File: src/rtl/ram_arb_pkg.sv
// Shared types and constants for the IF/LS single-port RAM arbiter.
// Owner encoding tracks which requester the RAM read data returns to.
package ram_arb_pkg;

    typedef enum logic [1:0] {
        OWN_NONE = 2'd0,
        OWN_IF   = 2'd1,
        OWN_LS   = 2'd2
    } owner_t;

    localparam int unsigned RAM_ARB_MAX_STARVE_DEF = 4;
    localparam int unsigned PERF_CNT_W             = 32;
    localparam int unsigned STARVE_CNT_W           = 8;

    // Increment that sticks at the given ceiling.
    function automatic logic [STARVE_CNT_W-1:0] sat_inc(
        input logic [STARVE_CNT_W-1:0] val,
        input logic [STARVE_CNT_W-1:0] ceil
    );
        if (val >= ceil) begin
            return ceil;
        end
        return val + STARVE_CNT_W'(1);
    endfunction

endpackage

File: src/rtl/ram_arb_starve_ctr.sv
// Saturating starvation counter: counts consecutive IF denials up to MAX_STARVE.
// Clear wins over increment; at_max tells the arbiter IF must win next.
module ram_arb_starve_ctr
    import ram_arb_pkg::*;
#(
    parameter int unsigned MAX_STARVE = RAM_ARB_MAX_STARVE_DEF
) (
    input  logic clock,
    input  logic reset,
    input  logic inc,
    input  logic clr,
    output logic at_max
);

    localparam logic [STARVE_CNT_W-1:0] MaxCnt = STARVE_CNT_W'(MAX_STARVE);

    logic [STARVE_CNT_W-1:0] cnt_q;
    logic [STARVE_CNT_W-1:0] cnt_d;

    always_comb begin
        cnt_d = cnt_q;
        if (clr) begin
            cnt_d = '0;
        end else if (inc) begin
            cnt_d = sat_inc(cnt_q, MaxCnt);
        end
    end

    always_ff @(posedge clock) begin
        if (reset) begin
            cnt_q <= '0;
        end else begin
            cnt_q <= cnt_d;
        end
    end

    assign at_max = (cnt_q == MaxCnt);

endmodule

File: src/rtl/ram_arbiter.sv
// Arbitrates one single-port synchronous RAM between an IF read port and an LS
// read/write port. LS has priority; IF is forced through after MAX_STARVE denials.
// Optional macro RAM_ARB_PERF_EN adds 32-bit grant and conflict counters.
module ram_arbiter
    import ram_arb_pkg::*;
#(
    parameter int unsigned WIDTH      = 16,
    parameter int unsigned DEPTH      = 1024,
    parameter int unsigned MAX_STARVE = RAM_ARB_MAX_STARVE_DEF,
    localparam int unsigned AW        = $clog2(DEPTH)
) (
    input  logic             clock,
    input  logic             reset,

    input  logic             if_req,
    input  logic [AW-1:0]    if_addr,
    output logic             if_gnt,
    output logic             if_rvalid,
    output logic [WIDTH-1:0] if_rdata,

    input  logic             ls_req,
    input  logic             ls_we,
    input  logic [AW-1:0]    ls_addr,
    input  logic [WIDTH-1:0] ls_wdata,
    output logic             ls_gnt,
    output logic             ls_rvalid,
    output logic [WIDTH-1:0] ls_rdata,

`ifdef RAM_ARB_PERF_EN
    output logic [PERF_CNT_W-1:0] perf_if_cnt,
    output logic [PERF_CNT_W-1:0] perf_ls_cnt,
    output logic [PERF_CNT_W-1:0] perf_conflict_cnt,
`endif

    output logic             ram_we,
    output logic [AW-1:0]    ram_addr,
    output logic [WIDTH-1:0] ram_wdata,
    input  logic [WIDTH-1:0] ram_rdata
);

    logic          starve_at_max;
    logic          if_denied;
    logic [AW-1:0] addr_q;
    logic [AW-1:0] addr_d;
    owner_t        rd_owner_q;
    owner_t        rd_owner_d;

    // Grants are masked during reset so nothing reaches the RAM.
    always_comb begin
        if_gnt = 1'b0;
        ls_gnt = 1'b0;
        if (!reset) begin
            if (if_req && ls_req) begin
                if_gnt = starve_at_max;
                ls_gnt = ~starve_at_max;
            end else begin
                if_gnt = if_req;
                ls_gnt = ls_req;
            end
        end
    end

    assign if_denied = if_req & ~if_gnt;

    ram_arb_starve_ctr #(
        .MAX_STARVE(MAX_STARVE)
    ) u_starve_ctr (
        .clock (clock),
        .reset (reset),
        .inc   (if_denied),
        .clr   (~if_denied),
        .at_max(starve_at_max)
    );

    // Address holds its last value on idle cycles to avoid toggling the RAM pins.
    always_comb begin
        addr_d = addr_q;
        if (if_gnt) begin
            addr_d = if_addr;
        end else if (ls_gnt) begin
            addr_d = ls_addr;
        end
    end

    always_comb begin
        rd_owner_d = OWN_NONE;
        if (if_gnt) begin
            rd_owner_d = OWN_IF;
        end else if (ls_gnt && !ls_we) begin
            rd_owner_d = OWN_LS;
        end
    end

    always_ff @(posedge clock) begin
        if (reset) begin
            addr_q     <= '0;
            rd_owner_q <= OWN_NONE;
        end else begin
            addr_q     <= addr_d;
            rd_owner_q <= rd_owner_d;
        end
    end

    assign ram_we    = ls_gnt & ls_we;
    assign ram_addr  = reset ? '0 : addr_d;
    assign ram_wdata = ls_gnt ? ls_wdata : '0;

    // A read in flight when reset rises must not be reported.
    assign if_rvalid = ~reset & (rd_owner_q == OWN_IF);
    assign ls_rvalid = ~reset & (rd_owner_q == OWN_LS);
    assign if_rdata  = ram_rdata;
    assign ls_rdata  = ram_rdata;

`ifdef RAM_ARB_PERF_EN
    logic [PERF_CNT_W-1:0] perf_if_q;
    logic [PERF_CNT_W-1:0] perf_if_d;
    logic [PERF_CNT_W-1:0] perf_ls_q;
    logic [PERF_CNT_W-1:0] perf_ls_d;
    logic [PERF_CNT_W-1:0] perf_conf_q;
    logic [PERF_CNT_W-1:0] perf_conf_d;

    always_comb begin
        perf_if_d   = perf_if_q + PERF_CNT_W'(if_gnt);
        perf_ls_d   = perf_ls_q + PERF_CNT_W'(ls_gnt);
        perf_conf_d = perf_conf_q + PERF_CNT_W'(if_req & ls_req);
    end

    always_ff @(posedge clock) begin
        if (reset) begin
            perf_if_q   <= '0;
            perf_ls_q   <= '0;
            perf_conf_q <= '0;
        end else begin
            perf_if_q   <= perf_if_d;
            perf_ls_q   <= perf_ls_d;
            perf_conf_q <= perf_conf_d;
        end
    end

    assign perf_if_cnt       = perf_if_q;
    assign perf_ls_cnt       = perf_ls_q;
    assign perf_conflict_cnt = perf_conf_q;
`endif

endmodule

File: config.mk
export PLATFORM = sky130hd
export DESIGN_NAME = ram_arbiter
export DESIGN_NICKNAME = d
export VERILOG_FILES = /design/src/rtl/ram_arb_pkg.sv /design/src/rtl/ram_arb_starve_ctr.sv /design/src/rtl/ram_arbiter.sv
export SDC_FILE = /design/constraint.sdc
export NUM_CORES = 1
export LEC_CHECK = 0
export CAP_MARGIN = 10
export CORE_ASPECT_RATIO = 1.2
export CORE_MARGIN = 2
export CORE_UTILIZATION = 36
export DETAILED_ROUTE_END_ITERATION = 10
export GPL_ROUTABILITY_DRIVEN = 0
export PLACE_DENSITY_LB_ADDON = 0.25
export SETUP_SLACK_MARGIN = 0.05
export SLEW_MARGIN = 20
export SYNTH_ARGS = -nofsm -noshare
export SYNTH_HDL_FRONTEND = slang
export SYNTH_HIERARCHICAL = 1
export SYNTH_SLANG_ARGS = --single-unit
File: constraint.sdc
create_clock -name clock -period 4.95 [get_ports clock]
set_input_delay 0.7425 -clock clock [delete_from_list [all_inputs] [get_ports clock]]
set_output_delay 0.7425 -clock clock [all_outputs]
set_load 0.005 [all_outputs]
==> qor.log, run 1 <==
qor: clock_network.tritoncts yes
qor: yosys.async_flop_share 0
qor: final_layout.layout-area-overhead-vs-synth 34.29%
qor: route.route.detailed.vias_per_inst 5.067
qor: yosys.synth-warning-count 6
qor: setup_path.ff2ff_path_depth 8
qor: global_route.gr-usage-all-layers 0.1577
qor: route.post-route-drc-count 0
qor: clock_network.ctsHtreeMaxLevel 1
qor: final_layout.sequential_cell_area 400.4 um2
qor: yosys.number_of_enable_flip_flop_cells_after_synthesis 0
qor: hold_path.hold-path-cell-count 1
qor: global_route.wire_length_of_the_first_global_routing_pass 6.127 mm
qor: clock_network.cts_made_buffers 3
qor: global_route.vias_in_the_first_global_route 1299
qor: sta.whs 478.1 ps
qor: clock_network.post_cts_resize_count 0
qor: yosys.synth_top_cells_by_count sky130_fd_sc_hd__buf_4, sky130_fd_sc_hd__dfxtp_1, sky130_fd_sc_hd__a221oi_2, sky130_fd_sc_hd__and2_1, sky130_fd_sc_hd__o21ai_0
qor: placed_design.detailedPlacementHpwl 2.937 mm
qor: setup_path.timing.rr.start u_starve_ctr/cnt_q[3]
qor: route.routed_wirelength 3.808 mm
qor: pwr.pwr_density_cell 202.0 nW/um2
qor: setup_path.timing.critical_path.from_type input pin
qor: yosys.synth_area_leaders sky130_fd_sc_hd__dfxtp_1, sky130_fd_sc_hd__a221oi_2, sky130_fd_sc_hd__buf_4
qor: sta.fin_setup_tns 0 ps
qor: setup_path.cp_data_required_time 4210 ps
qor: setup_path.cp_max_fo 17
qor: placed_design.place.detailed.instances 250
qor: final_layout.final-instance-count-excl-fill 254
qor: outcome.status finished clean
qor: clock_network.clock_tree.root_cell sky130_fd_sc_hd__clkbuf_8
qor: final_layout.multi_input_comb_area 750.7 um2
qor: yosys.post_synthesis_register_bit_count 20
qor: yosys.post_synth_net_total 223
qor: route.drt_first_iter_violations 38
qor: sta.hold_viol_final 0
qor: run.max-cap-violations 0
qor: sta.layout_worst_path_cycle_share 0.7644
qor: die.initial_utilization 0.3809
qor: pwr.totalPowerFinal 413.7 uW
qor: global_route.grt_util_met2 0.2749
qor: clock_network.post_cts_hold_buffer_count 0
qor: die.die-height 75.30 um
qor: yosys.synth_top_flop_cell sky130_fd_sc_hd__dfxtp_1
qor: yosys.syn_area 1525 um2
qor: sta.final_setup_violating_endpoints 0
qor: hold_path.min_from u_starve_ctr/cnt_q[7]
qor: setup_path.arrival 3040 ps
qor: final_layout.post_route_cells_drive_above_1_share 0.1550
qor: sta.slew_violations 0
qor: die.die-width 63.42 um
qor: hold_path.holdPathEnd u_starve_ctr/cnt_q[7]
qor: sta.timing.fmax 0.2643 GHz
qor: die.placeableCoreArea 4004 um2
qor: route.antenna_violating_nets_post_route 0
qor: die.pin_count 120
qor: sta.tightestPinTransition 780.2 ps
qor: route.drt_pass1_iterations 4
qor: hold_path.min_path_type register to register
qor: pwr.power.ir.vdd_worst 0.0001043 V
qor: final_layout.fill_cells 396
qor: setup_path.r2r_path_end u_starve_ctr/cnt_q[4]
qor: global_route.grt_util_met1 0.2009
qor: final_layout.nets 260
qor: yosys.netlist-cell-type-count 34
qor: clock_network.clock_sinks 20
qor: clock_network.clock_latency_on_the_worst_skew_pair 260 ps
qor: sta.grt_setup_unrepaired no
qor: yosys.yosys.area.top_type sky130_fd_sc_hd__dfxtp_1
qor: clock_network.cts_max_path_buffers 2
qor: global_route.grtUsageMet3 0.04284
qor: global_route.globalRoute.totalOverflow 0
qor: die.die_area 4776 um2
qor: clock_network.post_cts_setup_buffers 0
qor: die.floorplan.rows 25
qor: sta.worst_clk_skew 9.945 ps
qor: sta.finalCriticalPeriod 3784 ps
qor: setup_path.ws_path_type input pin to primary output
qor: yosys.seq_area_frac_synth 0.2625
qor: yosys.top_count_cell_post_synth sky130_fd_sc_hd__buf_4
qor: route.num_vias 1287
qor: route.average_routed_wire_per_standard_cell 14.99 um
qor: global_route.grt_busiest_layer met2
qor: yosys.synth.top_cell.area_share 0.2625
qor: sta.max_slew_margin 0.4782
qor: yosys.syn-instance-count 164
qor: clock_network.clk_pin_slew_worst_paths 70 ps
qor: yosys.avgSynthCellArea 9.300 um2
qor: placed_design.port-buffer-count 71
qor: final_layout.antenna_cells_inserted 0
qor: global_route.grt_antenna_before_repair 0
qor: pwr.leakage 0.7349 nW
qor: setup_path.timing.critical_path.to_type primary output
qor: global_route.grt_max_degree 19
qor: setup_path.reg2reg_setup_slack 2650 ps
[layout make-up]
| class | count | area share |
|---|---|---|
| repair buffers | 73 | 0.3543 |
| clock buffers | 4 | 0.02688 |
| flip-flops and latches | 20 | 0.1955 |
| inverters | 13 | 0.02382 |
| well taps | 54 | 0.03299 |
| multi-input cells | 90 | 0.3665 |
[worst max-delay path: stages]
cell,delay (ps)
sky130_fd_sc_hd__clkdlybuf4s50_1,980
sky130_fd_sc_hd__buf_4,380
sky130_fd_sc_hd__a221oi_2,110
sky130_fd_sc_hd__a221oi_2,270
sky130_fd_sc_hd__clkdlybuf4s50_1,550
[state kept, by name, indices dropped and copies added (netlist names)]
| signal | flops |
|---|---|
| u_starve_ctr/cnt_q | 8 |
| addr_q | 10 |
| rd_owner_q | 2 |
[metrics by stage]
stage	setup WS, ps	utilization	area, um2
2_1_floorplan	2438	-	1525
3_3_place_gp	1245	0.4978	1993
3_5_place_dp	1172	0.4978	1993
4_1_cts	1169	0.5116	2048
5_1_grt	1063	0.5116	2048
6_report	1166	0.5116	2048
[placed cells by master (no fill, tap or decap), types with 2 or more instances in the layout]
cell,instances
sky130_fd_sc_hd__a221oi_2,19
sky130_fd_sc_hd__inv_1,12
sky130_fd_sc_hd__nor2_1,6
sky130_fd_sc_hd__clkbuf_8,4
sky130_fd_sc_hd__or3_1,3
sky130_fd_sc_hd__buf_4,2
sky130_fd_sc_hd__dfxtp_1,20
sky130_fd_sc_hd__nand2_1,3
sky130_fd_sc_hd__and2_1,18
sky130_fd_sc_hd__o21a_1,4
sky130_fd_sc_hd__nor3b_1,3
sky130_fd_sc_hd__o21ai_0,13
sky130_fd_sc_hd__clkdlybuf4s50_1,71
sky130_fd_sc_hd__nand3_1,2
sky130_fd_sc_hd__ha_1,2
[routing by layer]
| layer | vias up | wire, um |
|---|---|---|
| li1 | 622 | - |
| met1 | 623 | 1711 |
| met2 | 39 | 1858 |
| met3 | 3 | 229 |
| met4 | 0 | 9 |
| met5 | - | 0 |
[worst max-delay path by stage]
stage                                from     endpoint  depth (start not counted)
CTS                                 reset  ram_addr[4]                          5
detailed placement                  reset  ram_addr[4]                          5
global route                        reset  ram_addr[5]                          5
finish                              reset  ram_addr[4]                          5
floorplan           u_starve_ctr/cnt_q[3]  ram_addr[0]                          7
global placement                    reset  ram_addr[9]                          6
[report_power, final]
part	leakage, nW	internal (mW)	switching, mW
Sequential	0.164	0.169	0.00479
Clock	0.0288	0.0707	0.0544
Combinational	0.542	0.0710	0.0441
[cells by family (layout without fill, tap and decap cells)]
family,after synthesis,in the layout,synth area share
AOI/OAI and AO/OA,43,43,0.2945
DFF,20,20,0.2625
and+or+nand+nor,45,45,0.1813
buffers and inverters,54,90,0.2453
adders and majority gates,2,2,0.01640
Power figures use the tool's default switching activity.
==> run 2, diff against run 1 <==
--- a/config.mk
+++ b/config.mk
@@ -8,7 +8,7 @@
 export CAP_MARGIN = 10
 export CORE_ASPECT_RATIO = 1.2
 export CORE_MARGIN = 2
-export CORE_UTILIZATION = 36
+export CORE_UTILIZATION = 33
 export DETAILED_ROUTE_END_ITERATION = 10
 export GPL_ROUTABILITY_DRIVEN = 0
 export PLACE_DENSITY_LB_ADDON = 0.25
==> constraint.sdc (replaced) <==
create_clock -name clock -period 3.73 [get_ports clock]
set_input_delay 0.5595 -clock clock [delete_from_list [all_inputs] [get_ports clock]]
set_output_delay 0.5595 -clock clock [all_outputs]
set_load 0.005 [all_outputs]
==> qor.log, run 2 (synthesis results as in run 1) <==
qor: die.floorplan.rows 27 [+8.0%]
qor: sta.layout_worst_path_cycle_share 0.8677
qor: die.placeableCoreArea 4527 um2 [+13%]
qor: outcome.status finished clean
qor: hold_path.hold-path-cell-count 1 [unchanged]
qor: clock_network.clock_tree.root_cell sky130_fd_sc_hd__clkbuf_8
qor: global_route.vias_in_the_first_global_route 1193 [-8.2%]
qor: placed_design.dp_worst_slack 606.2 ps [-565.9 ps]
qor: sta.max_slew_margin 0.5884 [+0.1101]
qor: global_route.globalRoute.totalOverflow 0 [unchanged]
qor: setup_path.cp_max_fo 10 [-7]
qor: sta.timing.fmax 0.3090 GHz
qor: global_route.wire_length_of_the_first_global_routing_pass 6.058 mm [-1.1%]
qor: die.die_area 5184 um2 [+8.5%]
qor: clock_network.cts_made_buffers 3 [unchanged]
qor: clock_network.post_cts_setup_buffers 0 [unchanged]
qor: final_layout.postLayoutCellArea 2076 um2 [+1.3%]
qor: route.antenna_violating_nets_post_route 0 [unchanged]
qor: clock_network.clock_latency_on_the_worst_skew_pair 260 ps [about the same]
qor: run.max-cap-violations 0 [unchanged]
qor: route.average_routed_wire_per_standard_cell 14.39 um [-4.0%]
qor: hold_path.holdPathEnd u_starve_ctr/cnt_q[7]
qor: clock_network.clk_pin_slew_worst_paths 70 ps [about the same]
qor: final_layout.layout-area-overhead-vs-synth 36.10%
qor: sta.grt_setup_unrepaired no
qor: setup_path.ff2ff_path_depth 8 [unchanged]
qor: final_layout.fill_cells 463 [+17%]
qor: die.die-width 66.06 um [+4.2%]
qor: setup_path.critPathLaunch u_starve_ctr/cnt_q[3]
qor: setup_path.timing.rr.start u_starve_ctr/cnt_q[3]
qor: final_layout.largest_reg_flops 10 [unchanged]
qor: route.drt_pass1_iterations 4 [unchanged]
qor: sta.fin_ws 493.6 ps [-672.5 ps]
qor: clock_network.post_cts_hold_buffer_count 0 [unchanged]
qor: setup_path.ws_path_type register to primary output
qor: setup_path.arrival 2680 ps [-360 ps]
qor: hold_path.min_path_type register to register
qor: die.pin_count 120 [unchanged]
qor: final_layout.nets 263 [+1.2%]
qor: pwr.p_seq_frac 0.416 [-0.003]
qor: clock_network.post_cts_resize_count 0 [unchanged]
qor: global_route.grt_antenna_before_repair 0 [unchanged]
qor: pwr.power.ir.vdd_worst 0.0002160 V [+110%]
qor: global_route.grt_max_degree 19 [unchanged]
qor: sta.final_setup_violating_endpoints 0 [unchanged]
qor: pwr.pwr_density_cell 266.3 nW/um2 [+32%]
qor: die.initial_utilization 0.3369 [-0.04401]
qor: sta.fin_setup_tns 0 ps [unchanged]
qor: sta.worst_clk_skew 3.543 ps [-6.403 ps]
qor: clock_network.cts_max_path_buffers 2 [unchanged]
qor: final_layout.highest_count_cells_in_the_layout_ignoring_fill_and_taps sky130_fd_sc_hd__clkdlybuf4s50_1, sky130_fd_sc_hd__dfxtp_1, sky130_fd_sc_hd__a221oi_2, sky130_fd_sc_hd__and2_1, sky130_fd_sc_hd__o21ai_0
qor: final_layout.largestRegisters addr_q x10, u_starve_ctr/cnt_q x8, rd_owner_q x2
qor: placed_design.dpl-instance-area 2021 um2 [+1.4%]
qor: setup_path.reg2reg_setup_slack 1490 ps [-1160 ps]
qor: pwr.p_sw 138.7 uW [+34%]
qor: clock_network.ctsHtreeMaxLevel 1 [unchanged]
qor: placed_design.detailedPlacementHpwl 2.855 mm [-2.8%]
qor: route.routed_wirelength 3.755 mm [-1.4%]
qor: route.route.detailed.vias_per_inst 4.820 [-4.9%]
qor: route.post-route-drc-count 0 [unchanged]
qor: sta.slew_violations 0 [unchanged]
qor: global_route.gr-usage-all-layers 0.1458 [-0.01190]
qor: sta.hold_viol_final 0 [unchanged]
qor: setup_path.cp_data_required_time 3170 ps [-1040 ps]
qor: clock_network.tritoncts yes
qor: final_layout.regMostFlops addr_q
qor: setup_path.timing.critical_path.to_type primary output
qor: pwr.totalPowerFinal 552.7 uW [+34%]
qor: route.drt_first_iter_violations 86 [+130%]
qor: final_layout.antenna_cells_inserted 0 [unchanged]
qor: sta.finalCriticalPeriod 3236 ps
qor: hold_path.min_from u_starve_ctr/cnt_q[7]
qor: pwr.netSwitchingFraction 0.2510 [+0.001205]
qor: die.die-height 78.47 um [+4.2%]
qor: sta.tightestPinTransition 617.5 ps [-162.8 ps]
qor: pwr.power.combinational.fraction 0.279 [about the same]
qor: route.num_vias 1258 [-2.3%]
qor: final_layout.postLayoutCoreUtil 0.4585 [-0.05302]
qor: setup_path.r2r_path_end u_starve_ctr/cnt_q[4]
qor: pwr.power_report.internal_total 414.0 uW [+33%]
qor: clock_network.clock_sinks 20 [unchanged]
qor: pwr.clkPwrFrac 0.305 [+0.002]
qor: pwr.leakage 0.7493 nW [+2.0%]
qor: placed_design.port-buffer-count 71 [unchanged]
qor: final_layout.post_route_cells_drive_above_1_share 0.1675 [+0.01249]
qor: setup_path.timing.critical_path.from_type register
qor: final_layout.layout.cells.most_common sky130_fd_sc_hd__clkdlybuf4s50_1
## run 2: worst max-delay path by stage
| stage | endpoint | slack (ps) |
|---|---|---|
| floorplan | ram_addr[0] | 1400 |
| global placement | ram_addr[4] | 600 |
| detailed placement | ram_addr[4] | 610 |
| CTS | ram_addr[4] | 450 |
| global route | ram_addr[9] | 340 |
| finish | ram_addr[4] | 490 |
## run 2: cell type report
type                            count  area (um2)  share of cell area
Multi-Input combinational cell     90       750.7              0.3617
Timing Repair Buffer               76       748.2              0.3605
Sequential cell                    20       400.4              0.1929
Tap cell                           58       72.57             0.03496
Clock buffer                        4       55.05             0.02652
Inverter                           13       48.80             0.02351
## run 2: power by group through the flow
stage	clock network, mW	logic, mW	registers, mW
floorplan	0	0.0983	0.234
global placement	0	0.155	0.235
detailed placement	0	0.154	0.235
CTS	0.174	0.155	0.230
global route	0.185	0.166	0.231
finish	0.169	0.154	0.230
## run 2: through the flow
| step | cells | hold WS [ps] |
|---|---|---|
| 6_report | 261 | 471.2 |
| 5_1_grt | 261 | 508.4 |
| 4_1_cts | 261 | 477.2 |
| 3_5_place_dp | 257 | 458.5 |
| 3_3_place_gp | 257 | 458.6 |
| 2_1_floorplan | 164 | 442.7 |
## run 2: critical path, stage by stage (launching register included)
cell                              delay (ps)
sky130_fd_sc_hd__dfxtp_1                 320
sky130_fd_sc_hd__or4_4                   560
sky130_fd_sc_hd__nor2_1                  130
sky130_fd_sc_hd__and3_1                  210
sky130_fd_sc_hd__o21a_1                  530
sky130_fd_sc_hd__a221oi_2                170
sky130_fd_sc_hd__clkdlybuf4s50_1         480
## run 2: layer usage
metal  wire (um)  track usage  vias to the layer above
met4          33      0.03469                        0
met3         260      0.04585                       10
li1            -            -                      627
met1        1653       0.1862                      590
met2        1808       0.2374                       31
met5           0            0                        -
==> run 3, diff against run 2 <==
--- a/config.mk
+++ b/config.mk
@@ -11,7 +11,7 @@
 export CORE_UTILIZATION = 33
 export DETAILED_ROUTE_END_ITERATION = 10
 export GPL_ROUTABILITY_DRIVEN = 0
-export PLACE_DENSITY_LB_ADDON = 0.25
+export PLACE_DENSITY = 0.83
 export SETUP_SLACK_MARGIN = 0.05
 export SLEW_MARGIN = 20
 export SYNTH_ARGS = -nofsm -noshare
==> qor.log, run 3 (synthesis results as in run 1) <==
qor: outcome.status finished clean
qor: global_route.grt_max_degree 22 [+3]
qor: final_layout.postLayoutCoreUtil 0.4522 [-0.006357]
qor: global_route.grt_antenna_before_repair 0 [unchanged]
qor: final_layout.highest_count_cells_in_the_layout_ignoring_fill_and_taps sky130_fd_sc_hd__clkdlybuf4s50_1, sky130_fd_sc_hd__dfxtp_1, sky130_fd_sc_hd__a221oi_2, sky130_fd_sc_hd__and2_1, sky130_fd_sc_hd__o21ai_0
qor: sta.hold_viol_final 0 [unchanged]
qor: route.drt_pass1_iterations 4 [unchanged]
qor: die.initial_utilization 0.3369 [unchanged]
qor: final_layout.largest_reg_flops 10 [unchanged]
qor: final_layout.layout-area-overhead-vs-synth 34.21%
qor: clock_network.cts_max_path_buffers 2 [unchanged]
qor: clock_network.ctsHtreeMaxLevel 1 [unchanged]
qor: pwr.totalPowerFinal 516.6 uW [-6.5%]
qor: setup_path.timing.critical_path.from_type register
qor: final_layout.fill_cells 445 [-3.9%]
qor: sta.grt_setup_unrepaired no
qor: sta.finalCriticalPeriod 3240 ps [+3.720 ps]
qor: global_route.grt_util_met2 0.2465 [+0.009091]
qor: clock_network.clock_latency_on_the_worst_skew_pair 250 ps [about the same]
qor: global_route.globalRoute.totalOverflow 0 [unchanged]
qor: setup_path.ws_path_type register to primary output
qor: die.floorplan.rows 27 [unchanged]
qor: setup_path.cp_max_fo 10 [unchanged]
qor: pwr.power_report.internal_total 390.5 uW [-5.7%]
qor: route.num_vias 1229 [-2.3%]
qor: clock_network.tritoncts yes
qor: pwr.leakage 0.7325 nW [-2.2%]
qor: clock_network.clock_sinks 20 [unchanged]
qor: hold_path.min_from u_starve_ctr/cnt_q[7]
qor: global_route.grt_busiest_layer met2
qor: final_layout.antenna_cells_inserted 0 [unchanged]
qor: final_layout.largestRegisters addr_q x10, u_starve_ctr/cnt_q x8, rd_owner_q x2
qor: final_layout.regMostFlops addr_q
qor: clock_network.post_cts_hold_buffer_count 0 [unchanged]
qor: setup_path.r2r_path_end u_starve_ctr/cnt_q[4]
qor: clock_network.clk_pin_slew_worst_paths 70 ps [about the same]
qor: setup_path.timing.critical_path.to_type primary output
qor: route.average_routed_wire_per_standard_cell 13.47 um [-6.4%]
qor: clock_network.post_cts_setup_buffers 0 [unchanged]
qor: die.placeableCoreArea 4527 um2 [unchanged]
qor: route.route.detailed.vias_per_inst 4.764 [-1.2%]
qor: pwr.clkPwrFrac 0.260 [-0.045]
qor: route.antenna_violating_nets_post_route 0 [unchanged]
qor: clock_network.clock_tree.root_cell sky130_fd_sc_hd__clkbuf_8
qor: sta.fin_setup_tns 0 ps [unchanged]
qor: placed_design.port-buffer-count 71 [unchanged]
qor: route.post-route-drc-count 0 [unchanged]
qor: setup_path.critPathLaunch u_starve_ctr/cnt_q[3]
qor: sta.whs 475.6 ps [+4.377 ps]
qor: sta.max_slew_margin 0.6008 [+0.01245]
qor: die.die_area 5184 um2 [unchanged]
qor: hold_path.hold-path-cell-count 1 [unchanged]
qor: sta.final_setup_violating_endpoints 0 [unchanged]
qor: global_route.gr-usage-all-layers 0.1330 [-0.01283]
qor: hold_path.min_path_type register to register
qor: pwr.p_seq_frac 0.446 [+0.030]
qor: pwr.p_sw 126.2 uW [-9.0%]
qor: final_layout.post_route_cells_drive_above_1_share 0.1550 [-0.01249]
qor: placed_design.detailedPlacementHpwl 2.751 mm [-3.6%]
qor: setup_path.cp_data_required_time 3170 ps [about the same]
qor: sta.worst_clk_skew 1.926 ps [-1.616 ps]
qor: route.routed_wirelength 3.474 mm [-7.5%]
qor: hold_path.holdPathEnd u_starve_ctr/cnt_q[7]
qor: global_route.wire_length_of_the_first_global_routing_pass 5.575 mm [-8.0%]
qor: route.drt_first_iter_violations 87 [+1.2%]
qor: clock_network.post_cts_resize_count 0 [unchanged]
qor: setup_path.timing.rr.start u_starve_ctr/cnt_q[3]
qor: setup_path.arrival 2680 ps [about the same]
qor: setup_path.reg2reg_setup_slack 1470 ps [-20 ps]
qor: sta.tightestPinTransition 598.8 ps [-18.68 ps]
qor: final_layout.layout.cells.most_common sky130_fd_sc_hd__clkdlybuf4s50_1
qor: pwr.netSwitchingFraction 0.2442 [-0.006747]
qor: setup_path.ff2ff_path_depth 8 [unchanged]
qor: pwr.power.ir.vdd_worst 0.0001380 V [-36%]
qor: pwr.power.combinational.fraction 0.294 [+0.015]
qor: run.max-cap-violations 0 [unchanged]
qor: die.die-height 78.47 um [unchanged]
qor: global_route.grtUsageMet3 0.02579 [-0.02006]
qor: die.die-width 66.06 um [unchanged]
qor: global_route.grt_util_met1 0.1439 [-0.04239]
qor: final_layout.multi_input_comb_area 750.7 um2 [unchanged]
qor: sta.slew_violations 0 [unchanged]
qor: clock_network.cts_made_buffers 3 [unchanged]
qor: die.pin_count 120 [unchanged]
qor: sta.layout_worst_path_cycle_share 0.8687 [+0.0009973]
qor: final_layout.sequential_cell_area 400.4 um2 [unchanged]
qor: final_layout.nets 261 [-0.76%]
qor: sta.timing.fmax 0.3086 GHz [-0.11%]
qor: global_route.vias_in_the_first_global_route 1272 [+6.6%]
qor: pwr.pwr_density_cell 252.4 nW/um2 [-5.2%]
## run 3: cell count changes in the layout (fill, tap and decap cells not counted), sizes merged
| cell | change |
|---|---|
| clkbuf | -1 |
| buf | -2 |
## run 3: power groups by stage
stage | sequential, mW | combinational [mW] | clock, mW
2_1_floorplan | 0.234 | 0.0983 | 0
5_1_grt | 0.232 | 0.164 | 0.151
4_1_cts | 0.230 | 0.153 | 0.140
3_3_place_gp | 0.235 | 0.150 | 0
3_5_place_dp | 0.235 | 0.152 | 0
6_report | 0.231 | 0.152 | 0.134
## run 3: worst max-delay path, cell delays in order, from the launching register on
cell and delay [ps]:
sky130_fd_sc_hd__dfxtp_1 330, sky130_fd_sc_hd__or4_4 560, sky130_fd_sc_hd__nor2_1 140, sky130_fd_sc_hd__and3_1 220, sky130_fd_sc_hd__o21a_1 520, sky130_fd_sc_hd__a221oi_2 170, sky130_fd_sc_hd__clkdlybuf4s50_1 500
## run 3: layout make-up
| cell class | count | area share |
|---|---|---|
| repair buffers | 74 | 0.3582 |
| multi-input cells | 90 | 0.3667 |
| clock buffers | 3 | 0.02017 |
| inverters | 13 | 0.02384 |
| well taps | 58 | 0.03545 |
| flip-flops and latches | 20 | 0.1956 |
## run 3: per-stage QoR
stage / std cells / cell area, um2 / worst slack [ps]
finish: 258 / 2047 / 489.8
global route: 258 / 2047 / 341.8
CTS: 258 / 2047 / 470.9
detailed placement: 255 / 2006 / 547.9
global placement: 255 / 2006 / 563.0
floorplan: 164 / 1525 / 1401
## run 3: per-layer routing
metal	vias to the layer above	part of all wire
li1	624	-
met1	566	0.41
met2	30	0.51
met3	9	0.060
met4	0	0.016
met5	-	0
## run 3: worst max-delay path by stage
stage,slack [ps],to
6_report,490,ram_addr[1]
5_1_grt,340,ram_addr[1]
4_1_cts,470,ram_addr[1]
3_5_place_dp,550,ram_wdata[14]
3_3_place_gp,560,ram_wdata[5]
2_1_floorplan,1400,ram_addr[0]
